File: src/rtl/mem_stage.sv
`default_nettype none
// ============================================================================
// mem_stage : pipeline MEM stage with one outstanding data-memory access,
//             byte-lane store steering and sign/zero-extending load return.
// Revision  : 1.0
// ============================================================================
module mem_stage #(
  parameter int  WORD_SIZE = 32,
  parameter int  ADDR_SIZE = 32,
  parameter int  NUM_REGS  = 32,
  localparam int REG_SEL   = $clog2(NUM_REGS)
) (
  input  logic                 clk,
  input  logic                 rst_n,
  input  logic                 valid_in,
  output logic                 ready_in,
  input  logic [WORD_SIZE-1:0] result,
  input  logic [WORD_SIZE-1:0] save_data,
  input  logic [REG_SEL-1:0]   rd,
  input  logic                 reg_write,
  input  logic                 mem_read,
  input  logic                 mem_write,
  input  logic [1:0]           data_size,
  input  logic                 data_sign,
  output logic                 dmem_req,
  output logic                 dmem_we,
  output logic [ADDR_SIZE-1:0] dmem_addr,
  output logic [3:0]           dmem_be,
  output logic [WORD_SIZE-1:0] dmem_wdata,
  input  logic [WORD_SIZE-1:0] dmem_rdata,
  input  logic                 dmem_ack,
  output logic                 valid_out,
  output logic                 reg_write_out,
  output logic [REG_SEL-1:0]   rd_out,
  output logic [WORD_SIZE-1:0] wb_data,
  output logic                 misalign_err,
  output logic [WORD_SIZE-1:0] mem_forward
);

  typedef enum logic [0:0] {IDLE = 1'b0, ACCESS = 1'b1} state_e;

  state_e               state_q, state_d;
  logic [ADDR_SIZE-1:0] dmem_addr_q, dmem_addr_d;
  logic                 dmem_we_q, dmem_we_d;
  logic [3:0]           dmem_be_q, dmem_be_d;
  logic [WORD_SIZE-1:0] dmem_wdata_q, dmem_wdata_d;
  logic [REG_SEL-1:0]   rd_q, rd_d;
  logic                 reg_write_q, reg_write_d;
  logic                 load_q, load_d;
  logic [1:0]           size_q, size_d;
  logic                 sign_q, sign_d;
  logic [1:0]           lane_q, lane_d;
  logic                 valid_q, valid_d;
  logic                 rw_out_q, rw_out_d;
  logic [REG_SEL-1:0]   rd_out_q, rd_out_d;
  logic [WORD_SIZE-1:0] wb_q, wb_d;
  logic                 mis_q, mis_d;

  logic [ADDR_SIZE-1:0] ea;
  logic                 is_mem;
  logic                 misalign;
  logic [3:0]           st_be;
  logic [WORD_SIZE-1:0] st_wdata;
  logic [7:0]           ld_byte;
  logic [15:0]          ld_half;
  logic [WORD_SIZE-1:0] ld_data;

  assign ea       = ADDR_SIZE'(result);
  assign is_mem   = mem_read | mem_write;
  assign misalign = ((data_size == 2'b01) && ea[0]) ||
                    (data_size[1] && (ea[1:0] != 2'b00));

  always_comb begin
    st_be    = 4'b1111;
    st_wdata = save_data;
    case (data_size)
      2'b00: begin
        st_be    = 4'b0001 << ea[1:0];
        st_wdata = {(WORD_SIZE/8){save_data[7:0]}};
      end
      2'b01: begin
        st_be    = 4'b0011 << {ea[1], 1'b0};
        st_wdata = {(WORD_SIZE/16){save_data[15:0]}};
      end
      default: begin
        st_be    = 4'b1111;
        st_wdata = save_data;
      end
    endcase
  end

  // Load lane selection uses the byte offset captured at accept time.
  assign ld_byte = dmem_rdata[{lane_q, 3'b000} +: 8];
  assign ld_half = dmem_rdata[{lane_q[1], 4'b0000} +: 16];

  always_comb begin
    case (size_q)
      2'b00:   ld_data = {{(WORD_SIZE-8){sign_q & ld_byte[7]}}, ld_byte};
      2'b01:   ld_data = {{(WORD_SIZE-16){sign_q & ld_half[15]}}, ld_half};
      default: ld_data = dmem_rdata;
    endcase
  end

  always_comb begin
    state_d      = state_q;
    dmem_addr_d  = dmem_addr_q;
    dmem_we_d    = dmem_we_q;
    dmem_be_d    = dmem_be_q;
    dmem_wdata_d = dmem_wdata_q;
    rd_d         = rd_q;
    reg_write_d  = reg_write_q;
    load_d       = load_q;
    size_d       = size_q;
    sign_d       = sign_q;
    lane_d       = lane_q;
    valid_d      = 1'b0;
    rw_out_d     = 1'b0;
    mis_d        = 1'b0;
    rd_out_d     = rd_out_q;
    wb_d         = wb_q;
    case (state_q)
      IDLE: begin
        if (valid_in) begin
          if (!is_mem) begin
            valid_d  = 1'b1;
            wb_d     = result;
            rd_out_d = rd;
            rw_out_d = reg_write;
          end else if (misalign) begin
            valid_d  = 1'b1;
            mis_d    = 1'b1;
            rd_out_d = rd;
          end else begin
            state_d      = ACCESS;
            dmem_addr_d  = {ea[ADDR_SIZE-1:2], 2'b00};
            dmem_we_d    = mem_write;
            dmem_be_d    = st_be;
            dmem_wdata_d = st_wdata;
            rd_d         = rd;
            reg_write_d  = reg_write;
            load_d       = ~mem_write;
            size_d       = data_size;
            sign_d       = data_sign;
            lane_d       = ea[1:0];
          end
        end
      end
      ACCESS: begin
        if (dmem_ack) begin
          state_d  = IDLE;
          valid_d  = 1'b1;
          rd_out_d = rd_q;
          rw_out_d = load_q & reg_write_q;
          if (load_q) wb_d = ld_data;
        end
      end
      default: state_d = IDLE;
    endcase
  end

  always_ff @(posedge clk or negedge rst_n) begin
    if (!rst_n) begin
      state_q      <= IDLE;
      dmem_addr_q  <= '0;
      dmem_we_q    <= 1'b0;
      dmem_be_q    <= 4'b0000;
      dmem_wdata_q <= '0;
      rd_q         <= '0;
      reg_write_q  <= 1'b0;
      load_q       <= 1'b0;
      size_q       <= 2'b00;
      sign_q       <= 1'b0;
      lane_q       <= 2'b00;
      valid_q      <= 1'b0;
      rw_out_q     <= 1'b0;
      rd_out_q     <= '0;
      wb_q         <= '0;
      mis_q        <= 1'b0;
    end else begin
      state_q      <= state_d;
      dmem_addr_q  <= dmem_addr_d;
      dmem_we_q    <= dmem_we_d;
      dmem_be_q    <= dmem_be_d;
      dmem_wdata_q <= dmem_wdata_d;
      rd_q         <= rd_d;
      reg_write_q  <= reg_write_d;
      load_q       <= load_d;
      size_q       <= size_d;
      sign_q       <= sign_d;
      lane_q       <= lane_d;
      valid_q      <= valid_d;
      rw_out_q     <= rw_out_d;
      rd_out_q     <= rd_out_d;
      wb_q         <= wb_d;
      mis_q        <= mis_d;
    end
  end

  assign ready_in      = (state_q == IDLE);
  assign dmem_req      = (state_q == ACCESS);
  assign dmem_we       = dmem_we_q;
  assign dmem_addr     = dmem_addr_q;
  assign dmem_be       = dmem_be_q;
  assign dmem_wdata    = dmem_wdata_q;
  assign valid_out     = valid_q;
  assign reg_write_out = rw_out_q;
  assign rd_out        = rd_out_q;
  assign wb_data       = wb_q;
  assign misalign_err  = mis_q;
  assign mem_forward   = wb_q;

endmodule
`default_nettype wire

File: config.mk
export PLATFORM = sky130hd
export DESIGN_NAME = mem_stage
export DESIGN_NICKNAME = d
export VERILOG_FILES = /design/src/rtl/mem_stage.sv
export SDC_FILE = /design/constraint.sdc
export NUM_CORES = 1
export LEC_CHECK = 0
export ABC_AREA = 1
export CAP_MARGIN = 20
export CELL_PAD_IN_SITES_DETAIL_PLACEMENT = 2
export CELL_PAD_IN_SITES_GLOBAL_PLACEMENT = 2
export CORE_MARGIN = 2
export CORE_UTILIZATION = 21
export CTS_CLUSTER_DIAMETER = 30
export DETAILED_ROUTE_END_ITERATION = 7
export PLACE_DENSITY = 0.89
export SKIP_CTS_REPAIR_TIMING = 1
export SLEW_MARGIN = 5
export SYNTH_ARGS = -nofsm -noshare
export SYNTH_HDL_FRONTEND = slang
export SYNTH_SLANG_ARGS = --single-unit
File: constraint.sdc
create_clock -name clk -period 1.27 [get_ports clk]
set_input_delay 0.1905 -clock clk [delete_from_list [all_inputs] [get_ports clk]]
set_output_delay 0.1905 -clock clk [all_outputs]
set_load 0.01 [all_outputs]
# ---- Word level (Yosys, flattened, before mapping)
# Cells that the tools add are included.
dict set report totals {
  word_cells 73
  out_inout_bits 143
  reg_bits 120
  in_bits 111
}
dict set report op_classes {
  n_reduce_logical 9
  eq_ne 7
  bitwise 7
  shift 4
  mux 30
}
# op count
set op_table {}
lappend op_table {{32-bit one-hot mux with 2 select lines} 3}
lappend op_table {{32-bit two-way mux} 4}
lappend op_table {{32-bit by 6-bit variable part select with 16-bit output} 1}
lappend op_table {{32-bit by 6-bit variable part select with 8-bit output} 1}
lappend op_table {{5-bit two-way mux} 4}
lappend op_table {{1-bit two-way mux} 14}
lappend op_table {{5-bit one-hot mux with 2 select lines} 1}
lappend op_table {{4-bit one-hot mux with 2 select lines} 1}
lappend op_table {{4-bit AND reduction} 2}
lappend op_table {{2-bit inequality test (second input constant)} 3}
lappend op_table {{1-bit one-hot mux with 2 select lines} 3}
lappend op_table {{2-bit by 1-bit equality test with 1-bit output (second input constant)} 2}
lappend op_table {{2-bit logical NOT} 2}
lappend op_table {{1-bit by 2-bit left shift with 4-bit output (first input constant)} 1}
lappend op_table {{2-bit by 2-bit left shift with 4-bit output (first input constant)} 1}
lappend op_table {{1-bit bitwise AND} 3}
lappend op_table {{3-bit by 2-bit inequality test with 1-bit output (second input constant)} 1}
lappend op_table {{1-bit inverter} 3}
lappend op_table {{3-bit AND reduction} 1}
lappend op_table {{1-bit logical AND} 2}
lappend op_table {{2-bit by 1-bit inequality test with 1-bit output (second input constant)} 1}
lappend op_table {{2-bit nonzero test} 1}
lappend op_table {{1-bit logical OR} 1}
lappend op_table {{1-bit OR} 1}

# ---- Longest topological paths before layout
# Gate-level depths: netlist of run 1.
dict set report logic_depth {
  word_depth 7
  ltp_mapped 11
  mapped_depth_nobuf 9
}

# ---- Worst setup path after synthesis of run 1
# Ideal clock, no wire load.
dict set report synth_timing {
  path_kind {register to register}
  from {register state_q (netlist: dmem_req)}
  to {register wb_q[5] (netlist: mem_forward[5])}
  arrival_ns 1.265
  setup_slack_ns -0.119
  synth_period_minus_slack_ns 1.389
  path_buffers 3
  stages_incl_launch_ff 8
  required_time_ns 1.146
  setup_ns 0.124
  cell_sequence {dfrtp_1 -> buf_2 -> o21ai_1 -> nand2_2 -> buf_4 -> buf_4 -> nand2_1 -> nand2_1}
}
dict set report synth_between {
  elab_chain_cells 3
  word_cells_on_any_way 7
  classes_between {4 x eq/ne; 1 x mux; 1 x bitwise; 1 x reduce/logical}
}
# element line_no
set synth_rtl {}
lappend synth_rtl {{from (decl)} 42} ;# state_e state_q, state_d;
lappend synth_rtl {{from (signal assigned)} 180} ;# state_q <= state_d;
lappend synth_rtl {{1-bit inverter (no line)} --}
lappend synth_rtl {{2-bit inequality test (no line)} --}
lappend synth_rtl {{4-bit AND reduction (no line)} --}
lappend synth_rtl {{to (signal assigned)} 194} ;# wb_q <= wb_d;
lappend synth_rtl {{to (decl)} 56} ;# logic [WORD_SIZE-1:0] wb_q, wb_d;
# Several ways; a longest one is shown, not always the timed one.
# A chain may end at the register's enable or synchronous reset.

# ---- Worst setup path after layout of run 1
dict set report layout_timing {
  from {register state_q (netlist: dmem_req)}
  to {register wb_q[10] (netlist: mem_forward[10])}
}
# The elaborated chain is that of the path after synthesis.

==> results of run 1 <==
-- synth_stat cells (4+ instances only) --
| master | n |
|---|---|
| nand2_2 | 4 |
| clkbuf_1 | 16 |
| nand2_1 | 285 |
| nand3_1 | 34 |
| a21oi_2 | 4 |
| inv_2 | 5 |
| a21oi_1 | 79 |
| o21ai_0 | 74 |
| dfrtp_1 | 120 |
| o211ai_1 | 7 |
| o21ai_1 | 15 |
| nor2_1 | 24 |
| buf_2 | 18 |
| inv_1 | 42 |
| buf_6 | 6 |
| buf_4 | 41 |
-- registers in the layout, summed over array words and instances (netlist names) --
signal / cells
size_q: 2
mem_forward: 32
dmem_wdata: 32
misalign_err: 1
dmem_we: 1
valid_out: 1
dmem_be: 4
lane_q: 2
reg_write_q: 1
reg_write_out: 1
load_q: 1
sign_q: 1
dmem_addr: 30
rd_out: 5
dmem_req: 1
rd_q: 5
-- per-layer routing --
| layer | GRT usage [%] | routed length (um) | vias to the layer above |
|---|---|---|---|
| met2 | 33.76 | 21070 | 271 |
| met5 | 0 | 16 | - |
| li1 | - | - | 3170 |
| met1 | 21.53 | 14580 | 3810 |
| met4 | 3.681 | 1014 | 2 |
| met3 | 5.052 | 2042 | 53 |
-- metrics by stage --
step	total power, mW	std cells	setup TNS, ns
after floorplan	9.383	790	-1.500
after global placement	13.44	1419	-55.09
after detailed placement	13.89	1419	-63.89
after CTS	19.51	1451	-64.40
after global routing	22.74	1511	-32.15
final	21.78	1511	-25.22
-- logic make-up after synthesis --
family / share of synthesized area (%)
AOI/OAI and AO/OA: 16.04
buffers and inverters: 11.69
DFF: 49.15
other: 0.06138
and+or+nand+nor: 23.06
-- how the worst min path moves through the flow --
stage,start,endpoint,slack (ns),cells past startpoint
6_report,mem_write,load_q,0.02,2
5_1_grt,mem_write,load_q,0.05,2
4_1_cts,rst_n,dmem_addr[11],-0.36,1
3_5_place_dp,rst_n,dmem_addr[11],0.09,1
3_3_place_gp,rst_n,dmem_addr[11],0.09,1
2_1_floorplan,rst_n,dmem_addr[10],-0.11,0
-- layout make-up --
cell class,count,area share (%)
well taps,384,3.797
clock buffers,21,3.639
multi-input cells,542,28.76
clock inverters,11,1.543
flip-flops and latches,120,23.77
repair buffers,383,36.55
repair inverters,1,0.1285
inverters,49,1.819
-- power by group through the flow --
stage / clock [mW] / sequential (mW) / combinational [mW]
floorplan: 0 / 6.28 / 3.10
global placement: 0 / 5.97 / 7.47
detailed placement: 0 / 6.08 / 7.81
CTS: 5.61 / 6.04 / 7.86
global route: 5.84 / 6.47 / 10.4
finish: 5.63 / 6.33 / 9.82
==> run summary, run 1 <==
The checks that failed: negative setup slack. The fraction of post-synthesis cell area in the top cell type by area was 49.15%. The tools report the worst setup timing slack at the placement stage as -0.7152 ns. Traced cell by cell, the critical path runs through buf_6, o21ai_4, nand2_8, buf_12, buf_12, clkinv_8, nor2_2, a21oi_1.

The first-iteration detailed-routing DRC count was 295. In this run, synthesis inferred 0 flip-flops with an integrated enable. The final worst hold slack is 0.01751 ns. The post-route netlist has 37.09% of its cells at a drive strength greater than 1.

The stage delay of the slowest cell on the critical path is 0.43 ns. For the register cell area after layout, the log shows 3008 um2. In this run the worst path has a maximum fanout of 8. The count of cell instances traversed by the critical path is 8. Summing all multi-input logic gate instances after layout gives 3638 um2. Before antenna repair, the detailed router went through 4 iterations. On the critical path the largest part of the delay comes from buffers and inverters. The yosys synthesis warning count came out at 0. The synthesized design spends more area on one cell type than any other, namely dfrtp_1.

For the final count of negative-setup-slack endpoints, the log shows 124. After floorplanning, the core was divided into 62 placement rows. The tools report the maximum VDD drop as 0.0008436 V. Global router's overall resource usage: 18.44%. The most used flip-flop cell after synthesis is dfrtp_1. The source of the worst register-to-register timing path is dmem_req. The number of cells on the worst reg-to-reg path was 8; the cell leakage power was 7.100 nW. Net switching is 37.84% of the power. The tools report the number of clock sinks seen by CTS as 120. The number of max-slew violations in the final report came out at 0. Among the stages of the critical path, the cell type that occurs most often is buf_12. Across the routed clock network, the largest skew measured is 0.009713 ns.

The top cell types in the final layout, fill and taps aside, are nand2_1 (170), dlymetal6s2s_1 (141), dfrtp_1 (116). Insertion delay of the later-clocked pin in the worst-skew pair: 0.42 ns. The worst setup path is of the flop to flop kind. The logs give 1 for the number of antenna violations at the first check in global routing and 0 for the hold violation count in the final report.

The H-tree generated during clock tree synthesis spans 4 levels. Data arrives at the worst endpoint at 1.96 ns. The share of flip-flops with an asynchronous set or reset after synthesis was 100.0%; the share of synthesized area occupied by flip-flops and latches was 49.15%.

The min-delay analysis places its worst path in the category primary input to flop. The logs give -0.3776 ns for the slack of the critical path and 8.242 mW for the switching power. The post-layout instance area is 12650 um2, and the post-route clock period utilization is 129.7%.

The logs give 254 for the number of top-level pins and 0 for the number of nets with antenna violations after routing. Once detailed placement completed, the half-perimeter wirelength came to 21.49 mm. For this configuration, the core starts out at a cell density of 21.29%. The pin count of the biggest net entering global routing is 89.

The library cell used most frequently in the layout, excluding fill and tap cells, is nand2_1. The share of total power dissipated in the clock network is 25.8%. The number of buffer and inverter stages on the critical path came out at 4. The largest individual stage delay along the critical path comes from the cell dfrtp_2. The endpoint identified for the worst register-to-register timing path is mem_forward[10]. The run gives 2 as the maximum count of clock buffers along a single path.

The die covers 30470 um2. The smallest clock period supported by the final layout is computed as 1.648 ns. The congestion estimate from routability-driven global placement came to 0.8179.

The internal power of the cells totals 13.54 mW. The final layout contains routed wiring with a total length of 38.72 mm. Setup repair after global routing could not meet its margin everywhere.

During placement, the flow inserted port buffers numbering 251. The instance count of the mapped netlist is 789. Yosys attributes the largest share of cell area to dfrtp_1 (49%), nand2_1 (18%), a21oi_1 (6.5%).

At the end of the flow the core is filled with cells to 44.08%. After detailed routing, the number of vias per cell comes to 4.835. In the final design database the tool counted 1225 nets. The fmax was 0.6069 GHz; the via total after detailed routing was 7306. In this run the horizontal extent of the chip is 174.6 um. After clock tree synthesis, the clock-pin slew on the worst setup and hold paths is 0.06 ns. The first-pass GRT wire length was 43.34 mm. In this run, the combinational gates consume 45.1% of the power.

The flow ran to the end, but the final reports show violations. In this run the worst setup path terminates at mem_forward[10]. Critical path launch point: dmem_req.

TritonCTS built the clock tree. Dividing the detail-routed wire length by the instance count gives 25.63 um. Number of antenna cells inserted: 0. The register bit count reported by yosys was 120. For this run, design rule violations remaining after detail routing come to 0. The sort of element at the start of the critical path was a flop.

The tools report the via count of the first global-routing pass as 7401. The tools report the share of total power in sequential cells as 29.1%. The residual overflow from global routing is 0.

The area of the mapped netlist was 6110 um2; the number of clock buffers inserted by TritonCTS was 17. The die is 174.6 um tall. Once placement finished, the instance area stood at 9306 um2.

The area added between synthesis and finish works out to 107.1%. The worst setup path is captured at a flop. Distinct cell type count of the synthesized netlist: 28.

The core outline area was 28700 um2. Max-capacitance violation count: 0. Power density normalized to cell area: 1721 nW/um2.

Clock tree synthesis selected as its root buffer the cell clkbuf_16. The filler cells instantiated in the layout total 2950. Across all register-to-register paths, the minimum setup slack is -0.38 ns. The average cell area after synthesis was 7.743 um2; the critical path required time was 1.59 ns.
No activity file was read; power rests on OpenSTA's default activity.
==> run 2: changes to the inputs <==
--- a/config.mk
+++ b/config.mk
@@ -6,6 +6,7 @@
 export NUM_CORES = 1
 export LEC_CHECK = 0
 export ABC_AREA = 1
+export ABC_CLOCK_PERIOD_IN_PS = 1270
 export CAP_MARGIN = 20
 export CELL_PAD_IN_SITES_DETAIL_PLACEMENT = 2
 export CELL_PAD_IN_SITES_GLOBAL_PLACEMENT = 2
==> results of run 2 <==
Same layout as run 1: the final DEF is identical, and so are final timing and power.
==> run 3: changes to the inputs <==
--- a/config.mk
+++ b/config.mk
@@ -14,6 +14,7 @@
 export CORE_UTILIZATION = 21
 export CTS_CLUSTER_DIAMETER = 30
 export DETAILED_ROUTE_END_ITERATION = 7
+export MAX_ROUTING_LAYER = met4
 export PLACE_DENSITY = 0.89
 export SKIP_CTS_REPAIR_TIMING = 1
 export SLEW_MARGIN = 5
==> run 3 against run 2 <==
The flow still finishes with violations (negative setup slack); sequential power fell by 0.8%; hold slack improved by 0.026 ns; die area did not move; wire length fell by 2.9%; combinational power fell by 2.3%; flip-flop and latch count did not move; via count fell by 1.4%; largest power group unchanged.
==> run summary, run 3 (synthesized netlist as in run 1, its figures left out) <==
The number of cells on the worst reg-to-reg path is 8. The kind of end point of the critical path is a flop. Counting along the longest clock path gives a buffer depth of 2. After filler insertion, the fill cell instance count of the layout stands at 2979. The floorplan has 62 rows. Once the floorplan was initialized, standard cells occupied 21.29% of the core. After clock tree synthesis, the clock-pin slew on the worst setup and hold paths is 0.06 ns. Category of the critical setup timing path: flop to flop.

After layout, the design draws a total of 21.47 mW. The max-capacitance violation count is 0, and the fraction of final layout cells sized beyond drive strength 1 is 36.77%. The final critical path takes up 129.5% of the cycle. The endpoint arrival time on the critical path is 1.95 ns, and the area added between synthesis and finish is 105.5%. Setup violations remaining at the end of the flow were counted as 121. The flow ran to the end, but the final reports show violations.

In the layout the commonest cells are nand2_1 (174), dlymetal6s2s_1 (138), dfrtp_1 (116). The number of top-level pins is 254, and the average routed wire per standard cell is 24.74 um. Summed over all nets, the half-perimeter wirelength after detailed placement is 21.49 mm. The count of nets after finishing is 1232, and the fmax is 0.6079 GHz. The count of buffers from port buffering came out at 251. Hold timing on the final database bottoms out at a slack of 0.04385 ns.

The logs give 1 for the number of antenna violations at the first check in global routing and 0.42 ns for the insertion delay of the later-clocked pin in the worst-skew pair. Across the VDD grid, the largest voltage drop is 0.0009153 V. Number of clock buffers inserted by TritonCTS: 17. The H-tree generated during clock tree synthesis spans 4 levels. The post-route DRC violation count was 0; the slack of the critical path was -0.3751 ns. In this run the vertical extent of the chip is 174.6 um. The routed wire length is 37.58 mm, and the hold violation count in the final report is 0.

The number of max-slew violations in the final report was 0. The number of vias per cell after detailed routing works out to 4.742. Summing all multi-input logic gate instances after layout gives 3542 um2. Setup repair after global routing could not meet its margin everywhere. The leading cell type in the layout, fill and taps excluded was nand2_1.

The final reports fail on negative setup slack. The detail route stage leaves a number of antenna-violating nets equal to 0. The run gives 7384 as the via count of the first global-routing pass. The first global-routing pass estimated 43.35 mm of wire.

Entering global routing, the biggest net connects 89 pins. The run gives 0.8334 as the final weighted congestion of routability-driven global placement. The worst setup path is launched from a flop. At the worst endpoint, the required time is 1.57 ns. For this design the static power due to leakage is 7.099 nW. The cell sitting at the root of the clock tree is a clkbuf_16.

The time the final worst path needs with I/O delays and setup was 1.645 ns; the worst setup timing slack at the placement stage was -0.7152 ns. Power density normalized to cell area: 1710 nW/um2. The floorplan step defined a die boundary enclosing 30470 um2. The first TritonRoute pass finished after 5 iterations. The tightest min-delay check is of the primary input to flop type. Between clock sinks in the finished design, the worst skew comes to 0.01059 ns. The worst hold path was traced through 2 stages. Residual overflow from global routing: 0. The core outline area is 28700 um2, and the first-iteration detailed-routing DRC count is 287. Via total after detailed routing: 7203.

TritonCTS built the clock tree. The tree built by TritonCTS fans out to 120 sinks. From left edge to right edge, the die measures 174.6 um.

Global router's overall resource usage: 19.02%. In the final layout, flip-flops and latches occupy 3008 um2. The maximum net fanout on the critical path came out at 40.
[run 3: layout make-up]
cell class,instances,area share [%]
clock inverter,11,1.554
timing repair inverter,1,0.1295
sequential,120,23.95
timing repair buffer,389,36.77
tap,384,3.826
antenna,1,0.01993
clock buffer,21,3.666
inverter,49,1.873
multi-input combinational,543,28.21
[run 3: metrics by stage]
stage	std cells	area, um2	setup TNS (ns)	utilization, %
global placement	1419	9306	-55.09	32.42
finish	1519	12560	-29.85	43.75
floorplan	790	6172	-1.500	-
global route	1519	12560	-37.22	43.75
detailed placement	1419	9306	-63.89	32.42
CTS	1451	9962	-64.40	34.71
[run 3: layer usage]
| layer | part of all wire [%] | global-route usage (%) | wire length, um |
|---|---|---|---|
| met1 | 39 | 21.68 | 14620 |
| met2 | 53 | 33.68 | 19950 |
| met3 | 5.6 | 5.031 | 2089 |
| met4 | 2.4 | 3.681 | 913 |
| met5 | 0 | - | 0 |
[run 3: power by group]
| part | switching (mW) | internal (mW) |
|---|---|---|
| clock | 2.01 | 3.59 |
| combinational | 4.75 | 4.84 |
| sequential | 1.27 | 5.01 |
[run 3: worst paths after layout]
kind | startpoint | end | slack [ns]
max in group asynchronous | rst_n | dmem_req | 0.48
min reg2reg | dmem_addr[11] | dmem_addr[11] | 0.50
min | mem_write | load_q | 0.04
max | dmem_req | mem_forward[2] | -0.38
min in group asynchronous | rst_n | dmem_addr[11] | 0.24
max reg2reg | dmem_req | mem_forward[2] | -0.38
[run 3: critical path: stages (launching register included)]
cell,delay [ns]
dfrtp_2,0.41
inv_4,0.05
buf_4,0.12
buf_6,0.11
buf_12,0.18
a21oi_1,0.21
nand3_1,0.18
o211ai_1,0.14
nand2_1,0.09
